`config.mk`:
```
export PLATFORM = sky130hd
export DESIGN_NAME = mem_access_stage
export DESIGN_NICKNAME = d
export VERILOG_FILES = /design/src/rtl/mem_access_stage.sv
export SDC_FILE = /design/constraint.sdc
export NUM_CORES = 1
export LEC_CHECK = 0
export CAP_MARGIN = 20
export CORE_MARGIN = 5
export CORE_UTILIZATION = 48
export DETAILED_ROUTE_END_ITERATION = 7
export GPL_ROUTABILITY_DRIVEN = 0
export PLACE_DENSITY_LB_ADDON = 0.1
export SLEW_MARGIN = 15
export SYNTH_ARGS = -nofsm -noshare
export SYNTH_HDL_FRONTEND = slang
export SYNTH_SLANG_ARGS = --single-unit
```
`constraint.sdc`:
```
create_clock -name clk -period 8.4 [get_ports clk]
set_clock_uncertainty 0.05 [all_clocks]
set_input_delay 1.68 -clock clk [delete_from_list [all_inputs] [get_ports clk]]
set_output_delay 1.68 -clock clk [all_outputs]
set_load 0.05 [all_outputs]
```
`src/rtl/mem_access_stage.sv`:
```
// Memory stage of the 5-stage RISC-V core: issues req/ack data-memory accesses and formats loads/stores.
// Build option MEM_TIMEOUT_EN adds an ack timeout that abandons the access and pulses bus_err.
module mem_access_stage #(
   parameter int data_bits      = 32,
   parameter int TIMEOUT_CYCLES = 64
) (
   input  logic                 clk,
   input  logic                 rst,
   input  logic                 in_valid,
   input  logic                 mem_read,
   input  logic                 mem_write,
   input  logic [2:0]           funct3,
   input  logic [data_bits-1:0] alu_result,
   input  logic [data_bits-1:0] store_data,
   input  logic [4:0]           rd_in,
   input  logic                 flush,
   output logic                 dmem_req,
   output logic                 dmem_we,
   output logic [data_bits-1:0] dmem_addr,
   output logic [3:0]           dmem_be,
   output logic [data_bits-1:0] dmem_wdata,
   input  logic [data_bits-1:0] dmem_rdata,
   input  logic                 dmem_ack,
   output logic                 stall,
   output logic [data_bits-1:0] alu_result_out,
   output logic [data_bits-1:0] data_memory_out,
   output logic [4:0]           rd_out,
   output logic                 out_valid,
`ifdef MEM_TIMEOUT_EN
   output logic                 bus_err,
`endif
   output logic                 misalign_err
);

   typedef enum logic {IDLE, BUSY} state_t;

   state_t               state;
   logic [data_bits-1:0] lat_addr;
   logic [4:0]           lat_rd;
   logic [2:0]           lat_funct3;
   logic                 lat_load;
   logic                 squashed;

   logic                 is_mem;
   logic                 misaligned;
   logic                 accept;
   logic                 timeout_hit;
   logic [3:0]           store_be;
   logic [data_bits-1:0] store_wdata;
   logic [7:0]           sel_byte;
   logic [15:0]          sel_half;
   logic [data_bits-1:0] load_data;

   assign is_mem = mem_read | mem_write;
   assign accept = (state == IDLE) && in_valid && !flush && is_mem && !misaligned;
   assign stall  = accept || ((state == BUSY) && !dmem_ack && !timeout_hit);

   // Reserved size encodings (011, 110, 111) are reported as misaligned.
   always_comb begin
      misaligned = 1'b1;
      case (funct3)
         3'b000, 3'b100: misaligned = 1'b0;
         3'b001, 3'b101: misaligned = alu_result[0];
         3'b010:         misaligned = |alu_result[1:0];
         default:        misaligned = 1'b1;
      endcase
   end

   always_comb begin
      store_be    = 4'hF;
      store_wdata = '0;
      if (mem_write) begin
         case (funct3[1:0])
            2'b00: begin
               store_be    = 4'b0001 << alu_result[1:0];
               store_wdata = {4{store_data[7:0]}};
            end
            2'b01: begin
               store_be    = 4'b0011 << alu_result[1:0];
               store_wdata = {2{store_data[15:0]}};
            end
            default: store_wdata = store_data;
         endcase
      end
   end

   // Load formatting works from the latched address because the inputs may already be stale on ack.
   always_comb begin
      case (lat_addr[1:0])
         2'd0:    sel_byte = dmem_rdata[7:0];
         2'd1:    sel_byte = dmem_rdata[15:8];
         2'd2:    sel_byte = dmem_rdata[23:16];
         default: sel_byte = dmem_rdata[31:24];
      endcase
      sel_half = lat_addr[1] ? dmem_rdata[31:16] : dmem_rdata[15:0];
      case (lat_funct3)
         3'b000:  load_data = {{24{sel_byte[7]}}, sel_byte};
         3'b001:  load_data = {{16{sel_half[15]}}, sel_half};
         3'b100:  load_data = {24'b0, sel_byte};
         3'b101:  load_data = {16'b0, sel_half};
         default: load_data = dmem_rdata;
      endcase
   end

`ifdef MEM_TIMEOUT_EN
   localparam int CNT_W = (TIMEOUT_CYCLES > 1) ? $clog2(TIMEOUT_CYCLES) : 1;
   logic [CNT_W-1:0] wait_cnt;

   assign timeout_hit = (state == BUSY) && !dmem_ack && (wait_cnt == CNT_W'(TIMEOUT_CYCLES - 1));

   always_ff @(posedge clk or posedge rst) begin
      if (rst) begin
         wait_cnt <= '0;
      end else if (state == IDLE) begin
         wait_cnt <= '0;
      end else if (!dmem_ack) begin
         wait_cnt <= wait_cnt + 1'b1;
      end
   end
`else
   assign timeout_hit = 1'b0;
`endif

   always_ff @(posedge clk or posedge rst) begin
      if (rst) begin
         state           <= IDLE;
         dmem_req        <= 1'b0;
         dmem_we         <= 1'b0;
         dmem_addr       <= '0;
         dmem_be         <= 4'h0;
         dmem_wdata      <= '0;
         alu_result_out  <= '0;
         data_memory_out <= '0;
         rd_out          <= 5'd0;
         out_valid       <= 1'b0;
         misalign_err    <= 1'b0;
         lat_addr        <= '0;
         lat_rd          <= 5'd0;
         lat_funct3      <= 3'd0;
         lat_load        <= 1'b0;
         squashed        <= 1'b0;
`ifdef MEM_TIMEOUT_EN
         bus_err         <= 1'b0;
`endif
      end else begin
         out_valid       <= 1'b0;
         misalign_err    <= 1'b0;
         rd_out          <= 5'd0;
         data_memory_out <= '0;
         alu_result_out  <= alu_result;
`ifdef MEM_TIMEOUT_EN
         bus_err         <= 1'b0;
`endif
         case (state)
            IDLE: begin
               if (in_valid && !flush) begin
                  if (!is_mem) begin
                     out_valid <= 1'b1;
                     rd_out    <= rd_in;
                  end else if (misaligned) begin
                     out_valid    <= 1'b1;
                     misalign_err <= 1'b1;
                  end else begin
                     state      <= BUSY;
                     dmem_req   <= 1'b1;
                     dmem_we    <= mem_write;
                     dmem_addr  <= {alu_result[data_bits-1:2], 2'b00};
                     dmem_be    <= store_be;
                     dmem_wdata <= store_wdata;
                     lat_addr   <= alu_result;
                     lat_rd     <= rd_in;
                     lat_funct3 <= funct3;
                     lat_load   <= !mem_write;
                     squashed   <= 1'b0;
                  end
               end
            end
            BUSY: begin
               alu_result_out <= lat_addr;
               if (flush) squashed <= 1'b1;
               // A flushed access still runs to completion; only its result is hidden.
               if (dmem_ack) begin
                  state    <= IDLE;
                  dmem_req <= 1'b0;
                  dmem_we  <= 1'b0;
                  if (!squashed && !flush) begin
                     out_valid <= 1'b1;
                     if (lat_load) begin
                        data_memory_out <= load_data;
                        rd_out          <= lat_rd;
                     end
                  end
               end else if (timeout_hit) begin
                  state     <= IDLE;
                  dmem_req  <= 1'b0;
                  dmem_we   <= 1'b0;
                  out_valid <= !(squashed || flush);
`ifdef MEM_TIMEOUT_EN
                  bus_err   <= 1'b1;
`endif
               end
            end
            default: state <= IDLE;
         endcase
      end
   end

endmodule

```
==> results by group, run 1 <==
CTS
  – H-tree depth: 4
  – Clock-pin slew on the worst setup and hold paths: 0.06 ns
  – Root Buffer: clkbuf_16
  – CTS Hold Bufs: 0
  – Post-cts sizing count: 0
  – Clock Latency Late Sink: 0.42 ns
  – Num CTS Buffers: 17
  – CTS max path bufs: 2
  – Sink Count: 152
  – CTS tree: done
  – Setup Fix Bufs, Post-CTS: 0

Synth
  – Top FF cell, synth: dfrtp_1
  – Cells after Synth: 550
  – YS warnings: 0
  – Largest cells by area after synthesis: dfrtp_1 56%, mux2_4 8.8%, mux2_2 6.6%
  – Post-synthesis sequential area ratio: 0.559
  – Count leader, synth: dfrtp_1
  – Ys async rst share: 1.00
  – Leading area contributor after synthesis: dfrtp_1
  – Post-synth EDFFs: 0
  – Synthesis-stage register bit count: around 150
  – Syn_area_per_cell: 12.4 µm²
  – Post-synth cell types: around 40
  – Post-Synthesis Cell Area: 0.00681 mm²
  – Top-area cell type share of the netlist area: 0.559
  – Synth cell count leaders: 152 x dfrtp_1, 49 x nand2_1, 40 x mux2_2, 40 x mux2_4, 33 x buf_4

Power and ir drop
  – Switch Pwr: slightly below 0.001 W
  – PwrDens: 267 mW/mm²
  – Sequential Power Share: 0.367
  – Combinational power share: 0.348
  – Internal power: approximately 0.0016 W
  – Leak: 4.33 nW
  – Clock power frac: 0.285
  – Switching share of power: 0.376
  – Peak VDD IR: ~0.00015 V

Global route
  – First-pass GRT wire length: 27600 µm
  – GRT met1 Usage: 0.265
  – Number of antenna violations at the first check in global routing: 0
  – Vias in the first global route: 5167
  – GR Util met3: 0.0775
  – Gr usage total: 0.214
  – Most used routing layer: met2
  – Largest net degree at the start of global routing: 88
  – Gr ovfl total: 0
  – M2 GR Usage: 0.351

Setup path
  – Worst stage delay on the critical path: 0.84 ns
  – Crit Path Class: in2out
  – CP Depth: 5
  – CP endpoint kind: output pin
  – CP Data Required Time: 6.67 ns
  – Cells along the critical path: clkdlybuf4s50_1 -> nor4_4 -> o221ai_4 -> o21ai_0 -> clkdlybuf4s50_1
  – CP arrival: 4.15 ns
  – Reg2reg path depth: 5
  – Highest net fanout along the worst path: 14
  – Critical path origin: funct3[0]
  – Startpoint class of the critical path: primary input
  – CP dominant cell by count: clkdlybuf4s50_1
  – Worst R2R Start: state
  – Worst Path Buf+Inv: 2
  – Slowest cell on crit path: clkdlybuf4s50_1
  – Delay-heaviest family, CP: buffers and inverters

Final layout
  – Area growth syn-to-layout: 42.8%
  – Layout Nets: 870
  – ANT cells: 0
  – Layout fillers: 990
  – Util after Layout: 0.700
  – Share of layout cells above drive strength 1: 0.165

Timing
  – Worst Max-Slew Pin Slew: 0.950 ns
  – Rel. slew slack: 0.365
  – Setup TNS: 0 ns
  – Pins Over Slew Limit: 0
  – Min cycle time layout: 5.88 ns
  – Final hold vios: 0
  – Final setup fails: 0
  – Crit share post-route: 0.700
  – RSZ-0062 raised after global routing: no
  – FMAX: 170 MHz

Floorplanning
  – Chip Width: 129 µm
  – Chip height: between 100 and 150 µm
  – Starting density of the core: 0.490
  – Rows: 43
  – Top-level I/O count: approximately 250
  – DIE AREA: 0.0167 mm²
  – Core area: 0.0139 mm²

Routing
  – Vias/cell: approximately 5
  – Routed wire length: 17500 µm
  – Number of remaining DRC errors: 0
  – 1st-pass router iterations: 4
  – Via Count: 4903
  – WL per Instance: about 18 µm
  – Initial drt markers: 258
  – Number of routed nets with antenna violations: 0

Hold path
  – Hold path startpoint: dmem_wdata[14]
  – WHS Path Cells: 2
  – Hold/Removal Path Class: reg2reg

Placement
  – Port Buf Inserts: 250
  – DP HPWL: ~13000 µm

Run
  – Max-cap violation count: 0

Run status
  – Status: completed
-- tightest hold or removal path, cell delays in order, from the launching register on --
cell and delay (ns):
dfrtp_1 0.34, nand2_1 0.04, o21ai_0 0.06
-- power groups by stage --
stage | Clock [W] | Combinational [W] | Sequential (W)
detailed placement | 0 | 0.000908 | 0.000962
global placement | 0 | 0.000898 | 0.000957
floorplan | 0 | 0.000471 | 0.00113
global route | 0.000791 | 0.000945 | 0.000968
CTS | 0.000753 | 0.000911 | 0.000952
finish | 0.000739 | 0.000902 | 0.000951
-- flip-flops by register name, indices dropped and copies added (netlist names) --
name,count
dmem_we,1
alu_result_out,32
lat_funct3,3
lat_rd,5
out_valid,1
state,1
misalign_err,1
dmem_be,4
dmem_wdata,32
squashed,1
data_memory_out,32
lat_addr,32
dmem_req,1
rd_out,5
lat_load,1
-- final timing paths --
kind	slack, ns	to
worst min-delay path	0.43	dmem_wdata[14]
max in group asynchronous	5.42	state
worst min register to register	0.43	dmem_wdata[14]
min in group asynchronous	1.67	lat_addr[24]
worst max register to register	5.47	lat_addr[3]
worst max-delay path	2.52	stall
-- layout make-up --
type	count	area, µm²	share of cell area
repair buffers	255	2540	0.262
clock buffers	17	425	0.0438
flip-flops and latches	152	3800	0.391
clock inverters	15	144	0.0148
well taps	180	225	0.0232
multi-input cells	313	2500	0.257
inverters	20	80.1	0.00824
-- layout by cell type (no fill, tap or decap), types with 2 or more instances in the layout --
master	count
nor3_1	2
nor3b_1	3
inv_6	7
mux2i_1	18
nor2b_1	8
clkbuf_16	17
buf_4	4
nand3_1	2
clkdlybuf4s50_1	250
mux2_4	40
o22ai_1	8
a211oi_1	14
conb_1	2
o21ai_0	31
a22o_1	14
inv_1	19
o2111a_1	8
nor2_1	24
a21oi_1	31
clkinvlp_4	3
clkinv_2	2
nand2_1	49
dfrtp_1	151
clkinv_4	2
nand2b_1	2
mux2_2	40
-- cell families after synthesis --
| group | synth area share |
|---|---|
| other | 0.000551 |
| muxes | 0.181 |
| buffers and inverters | 0.0746 |
| and+or+nand+nor | 0.0678 |
| DFF | 0.559 |
| AOI/OAI and AO/OA | 0.117 |
-- metrics by stage --
step                      area [µm²]  hold slack (ns)  total power, W  instances  setup WS (ns)
after floorplan                 6810            0.423         0.00160        551           2.58
after global placement          9150            0.412         0.00185        920           2.53
after detailed placement        9150            0.419         0.00187        920           2.50
after CTS                       9720            0.434         0.00261        952           2.52
after global routing            9720            0.447         0.00270        952           2.43
final                           9720            0.430         0.00259        952           2.52
-- per-layer routing --
| layer | part of all wire | up-vias |
|---|---|---|
| met2 | 0.49 | 193 |
| met1 | 0.40 | 2382 |
| met3 | 0.085 | 23 |
| li1 | - | 2305 |
| met5 | 0 | - |
| met4 | 0.018 | 0 |
(Power assumes the default switching activity.)
==> run 2: changes to the inputs <==
--- a/config.mk
+++ b/config.mk
@@ -7,7 +7,7 @@
 export LEC_CHECK = 0
 export CAP_MARGIN = 20
 export CORE_MARGIN = 5
-export CORE_UTILIZATION = 48
+export CORE_UTILIZATION = 45
 export DETAILED_ROUTE_END_ITERATION = 7
 export GPL_ROUTABILITY_DRIVEN = 0
 export PLACE_DENSITY_LB_ADDON = 0.1
==> constraint.sdc (replaced) <==
create_clock -name clk -period 5.6 [get_ports clk]
set_clock_uncertainty 0.05 [all_clocks]
set_input_delay 1.12 -clock clk [delete_from_list [all_inputs] [get_ports clk]]
set_output_delay 1.12 -clock clk [all_outputs]
set_load 0.05 [all_outputs]
==> run 2 against run 1 <==
Against the previous run:
- die area is 6.1% higher
- non-clock buffer count unchanged
- register-to-register slack got worse by 2.8 ns
- flip-flop and latch count unchanged
- clock power grew 52%
- highest routed layer unchanged
==> results by group, run 2 (synthesized netlist as in run 1, its figures left out) <==
Setup path
  – CP Depth: 5
  – Reg2reg path depth: 5
  – Startpoint class of the critical path: primary input
  – Delay-heaviest family, CP: buffers and inverters
  – Highest net fanout along the worst path: 14
  – Cells along the critical path: clkdlybuf4s50_1 -> nor4_4 -> o221ai_4 -> o21ai_0 -> buf_4
  – Crit Path Class: in2out
  – CP Data Required Time: approximately 4.4 ns
  – CP endpoint kind: output pin
  – Worst stage delay on the critical path: 0.82 ns
  – R2r setup slk: 2.68 ns
  – CP arrival: between 2 and 3 ns
  – Slowest cell on crit path: clkdlybuf4s50_1
  – Worst Path Buf+Inv: 2

Timing
  – Final hold vios: 0
  – Min cycle time layout: about 4.2 ns
  – Pins Over Slew Limit: 0
  – Rel. slew slack: 0.394
  – Crit share post-route: 0.743
  – Worst Max-Slew Pin Slew: 0.910 ns
  – Final setup fails: 0
  – Final worst setup slack: 1.44 ns
  – Setup TNS: 0 ns
  – Hold WS: between 0.4 and 0.5 ns
  – FMAX: roughly 240 MHz
  – RSZ-0062 raised after global routing: no

Final layout
  – Layout fillers: 1188
  – Commonest non-fill, non-tap cell in the layout: clkdlybuf4s50_1
  – ANT cells: 0
  – Layout Nets: a little under 900
  – Footprint of the multi-input gates: 0.00250 mm²
  – Most frequent cells in the layout: 249 x clkdlybuf4s50_1, 151 x dfrtp_1, 49 x nand2_1
  – Area growth syn-to-layout: 43.0%
  – Share of layout cells above drive strength 1: 0.166
  – Register area: 0.00380 mm²

CTS
  – Clock-pin slew on the worst setup and hold paths: ~0.07 ns
  – Setup Fix Bufs, Post-CTS: 0
  – Clock Latency Late Sink: 0.42 ns
  – CTS Hold Bufs: 0
  – H-tree depth: 4
  – Root Buffer: clkbuf_16
  – CTS tree: done
  – Post-cts sizing count: 0
  – Num CTS Buffers: 17
  – CTS max path bufs: 2
  – Sink Count: ~150

Floorplanning
  – Rows: between 40 and 50
  – DIE AREA: 0.0177 mm²
  – Starting density of the core: 0.453
  – Core area: roughly 0.015 mm²
  – Chip Width: between 100 and 150 µm
  – Chip height: 133 µm
  – Top-level I/O count: 253

Global route
  – Vias in the first global route: 5259
  – First-pass GRT wire length: ~29000 µm
  – Gr ovfl total: 0
  – Gr usage total: 0.209
  – Number of antenna violations at the first check in global routing: 0
  – Largest net degree at the start of global routing: 119

Placement
  – Port Buf Inserts: 250
  – Pre-CTS worst setup slack: 1.35 ns
  – DP HPWL: between 10000 and 15000 µm

Run status
  – Status: completed

Run
  – Max-cap violation count: 0

Routing
  – Number of remaining DRC errors: 0
  – Vias/cell: 5.14
  – Initial drt markers: between 300 and 400
  – WL per Instance: 18.7 µm
  – Routed wire length: 18000 µm
  – Number of routed nets with antenna violations: 0
  – Via Count: 4931
  – 1st-pass router iterations: 4

Hold path
  – Hold/Removal Path Class: reg2reg
  – WHS Path Cells: 2

Power and ir drop
  – PwrDens: ~400 mW/mm²
  – Peak VDD IR: just under 0.0003 V
  – Final total power: 0.00390 W
  – Leak: approximately 4.3 nW
[run 2: cell count changes in the layout (fill, tap and decap cells not counted)]
cell / change
clkdlybuf4s50_1: -1
clkinv_4: -1
buf_4: +2
clkinv_2: -1
clkbuf_8: +1
buf_6: -1
inv_6: +1
[run 2: metrics by stage]
stage / utilization / cells / area (µm²)
after floorplan: - / 551 / 6810
after global placement: 0.609 / 928 / 9160
after detailed placement: 0.609 / 928 / 9160
after CTS: 0.647 / 960 / 9730
after global routing: 0.647 / 960 / 9730
final: 0.647 / 960 / 9730
[run 2: layout make-up]
| cell class | instances | share of cell area |
|---|---|---|
| inverters | 20 | 0.00848 |
| flip-flops and latches | 152 | 0.391 |
| clock buffers | 18 | 0.0451 |
| well taps | 188 | 0.0242 |
| repair buffers | 255 | 0.261 |
| multi-input cells | 313 | 0.257 |
| clock inverters | 14 | 0.0140 |
[run 2: final timing paths]
kind	from	end
max	funct3[0]	stall
min in group asynchronous	rst	alu_result_out[8]
min	dmem_wdata[12]	dmem_wdata[12]
max reg2reg	state	lat_addr[12]
min reg2reg	dmem_wdata[12]	dmem_wdata[12]
max in group asynchronous	rst	rd_out[3]
[run 2: worst register-to-register path, stage by stage (launching register included)]
cell      delay (ns)
dfrtp_2         0.96
nor3b_4         0.15
o221ai_4        0.11
buf_4           0.38
buf_4           0.74
mux2_4          0.41
[run 2: metal layers]
layer / GRT usage / up-vias / wire, µm
met5: 0 / - / 0
met4: 0.0612 / 0 / 244
met3: 0.0673 / 20 / 1400
met2: 0.345 / 186 / 8860
met1: 0.263 / 2405 / 7480
li1: - / 2320 / -
[run 2: power by group]
| group | switching (W) | internal, W | total, W |
|---|---|---|---|
| Sequential | 0.000157 | 0.00127 | 0.00143 |
| Combinational | 0.000820 | 0.000533 | 0.00135 |
| Clock | 0.000483 | 0.000635 | 0.00112 |
==> run 3: changes to the inputs <==
--- a/config.mk
+++ b/config.mk
@@ -7,7 +7,7 @@
 export LEC_CHECK = 0
 export CAP_MARGIN = 20
 export CORE_MARGIN = 5
-export CORE_UTILIZATION = 45
+export CORE_UTILIZATION = 40
 export DETAILED_ROUTE_END_ITERATION = 7
 export GPL_ROUTABILITY_DRIVEN = 0
 export PLACE_DENSITY_LB_ADDON = 0.1
==> constraint.sdc (replaced) <==
create_clock -name clk -period 3.5 [get_ports clk]
set_clock_uncertainty 0.05 [all_clocks]
set_input_delay 0.7 -clock clk [delete_from_list [all_inputs] [get_ports clk]]
set_output_delay 0.7 -clock clk [all_outputs]
set_load 0.05 [all_outputs]
==> run 3 against run 2 <==
Against the previous run:
- utilization decreased by 5.4 points
- routed wire length rose by 4.5%
- flip-flop and latch count unchanged
- register-to-register slack got worse by 1.6 ns
- largest cell class unchanged
- setup slack got worse by 0.96 ns
==> results by group, run 3 (synthesized netlist as in run 1, its figures left out) <==
Timing
  – Min cycle time layout: 3.02 ns
  – Final worst setup slack: 0.477 ns
  – FMAX: approximately 330 MHz
  – Final hold vios: 0
  – Pins Over Slew Limit: 0
  – Final setup fails: 0
  – Crit share post-route: 0.864
  – Setup TNS: 0 ns
  – RSZ-0062 raised after global routing: no
  – Rel. slew slack: 0.373
  – Worst Max-Slew Pin Slew: 0.936 ns

Routing
  – Via Count: 4946
  – 1st-pass router iterations: 4
  – Initial drt markers: 225
  – Routed wire length: 18800 µm
  – WL per Instance: 18.8 µm
  – Vias/cell: ~5.0
  – Number of routed nets with antenna violations: 0
  – Number of remaining DRC errors: 0

Floorplanning
  – Chip Width: 140 µm
  – Core area: 0.0166 mm²
  – Top-level I/O count: approximately 250
  – Starting density of the core: 0.409
  – Chip height: about 140 µm
  – Rows: 47
  – DIE AREA: 0.0197 mm²

CTS
  – CTS tree: done
  – H-tree depth: 4
  – Clock Latency Late Sink: 0.41 ns
  – Sink Count: between 150 and 200
  – Setup Fix Bufs, Post-CTS: 0
  – CTS max path bufs: 2
  – CTS Hold Bufs: 0
  – Post-cts sizing count: 0
  – Clock-pin slew on the worst setup and hold paths: 0.06 ns
  – Root Buffer: clkbuf_16
  – Num CTS Buffers: 17

Final layout
  – Most frequent cells in the layout: 249 x clkdlybuf4s50_1, 151 x dfrtp_1, 49 x nand2_1
  – Util after Layout: 0.593
  – Area growth syn-to-layout: 45.0%
  – ANT cells: 0
  – Layout Nets: about 900
  – Fin cells: approximately 1000
  – Commonest non-fill, non-tap cell in the layout: clkdlybuf4s50_1
  – Share of layout cells above drive strength 1: 0.170

Placement
  – DP HPWL: 13600 µm
  – Pre-CTS worst setup slack: 0.475 ns
  – Port Buf Inserts: 250
  – Placed insts: slightly below 1k

Power and ir drop
  – PwrDens: 639 mW/mm²
  – Peak VDD IR: 0.000354 V
  – Leak: approximately 4.4 nW
  – Final total power: 0.00631 W

Run
  – Max-cap violation count: 0

Setup path
  – Worst stage delay on the critical path: approximately 0.6 ns
  – CP endpoint kind: output pin
  – Slowest cell on crit path: clkdlybuf4s50_1
  – CP Data Required Time: 2.75 ns
  – Highest net fanout along the worst path: 8
  – Cells along the critical path: clkdlybuf4s50_1 -> nor4_4 -> o221ai_4 -> o21ai_0 -> buf_4
  – Crit Path Class: in2out
  – CP arrival: ~2.3 ns
  – Startpoint class of the critical path: primary input

Global route
  – Largest net degree at the start of global routing: 89
  – Number of antenna violations at the first check in global routing: 0
  – First-pass GRT wire length: 29800 µm
  – Gr ovfl total: 0
  – Vias in the first global route: 5354
  – Gr usage total: 0.191

Hold path
  – Hold/Removal Path Class: reg2reg

Run status
  – Status: completed
-- run 3: final cells by class --
cell class | count | area, µm²
clock buffers | 20 | 457
clock inverters | 12 | 143
fillers | 1365 | 6770
inverters | 20 | 78.8
multi-input cells | 313 | 2500
flip-flops and latches | 152 | 3800
well taps | 220 | 275
repair buffers | 260 | 2610
-- run 3: where the power goes --
group	internal, W	switching, W	total, W
registers	0.00204	0.000256	0.00229
logic	0.000859	0.00132	0.00218
clock network	0.00110	0.000741	0.00184
-- run 3: per-layer routing --
metal / wire [µm] / track usage
met1: 7920 / 0.242
met4: 336 / 0.0561
met2: 9150 / 0.313
met5: 0 / 0
met3: 1380 / 0.0617
-- run 3: path summary, 6_finish.rpt --
path	start	end	slack (ns)	depth (start not counted)
setup / recovery	alu_result[0]	stall	0.48	5
hold / removal	dmem_wdata[14]	dmem_wdata[14]	0.43	2
setup reg to reg	state	data_memory_out[27]	1.04	5
hold reg to reg	dmem_wdata[14]	dmem_wdata[14]	0.43	2
max in group asynchronous	rst	lat_addr[26]	1.99	3
min in group asynchronous	rst	data_memory_out[23]	0.64	2
-- run 3: critical path: cells and delay by family --
family | cells | cell delay [ns]
buffers and inverters | 2 | 0.82
AOI/OAI and AO/OA | 2 | 0.28
and+or+nand+nor | 1 | 0.46
-- run 3: per-stage QoR --
step | instance area (µm²) | hold WS, ns
after floorplan | 6810 | 0.423
after global placement | 9270 | 0.413
after detailed placement | 9270 | 0.425
after CTS | 9870 | 0.440
after global routing | 9870 | 0.461
final | 9870 | 0.431
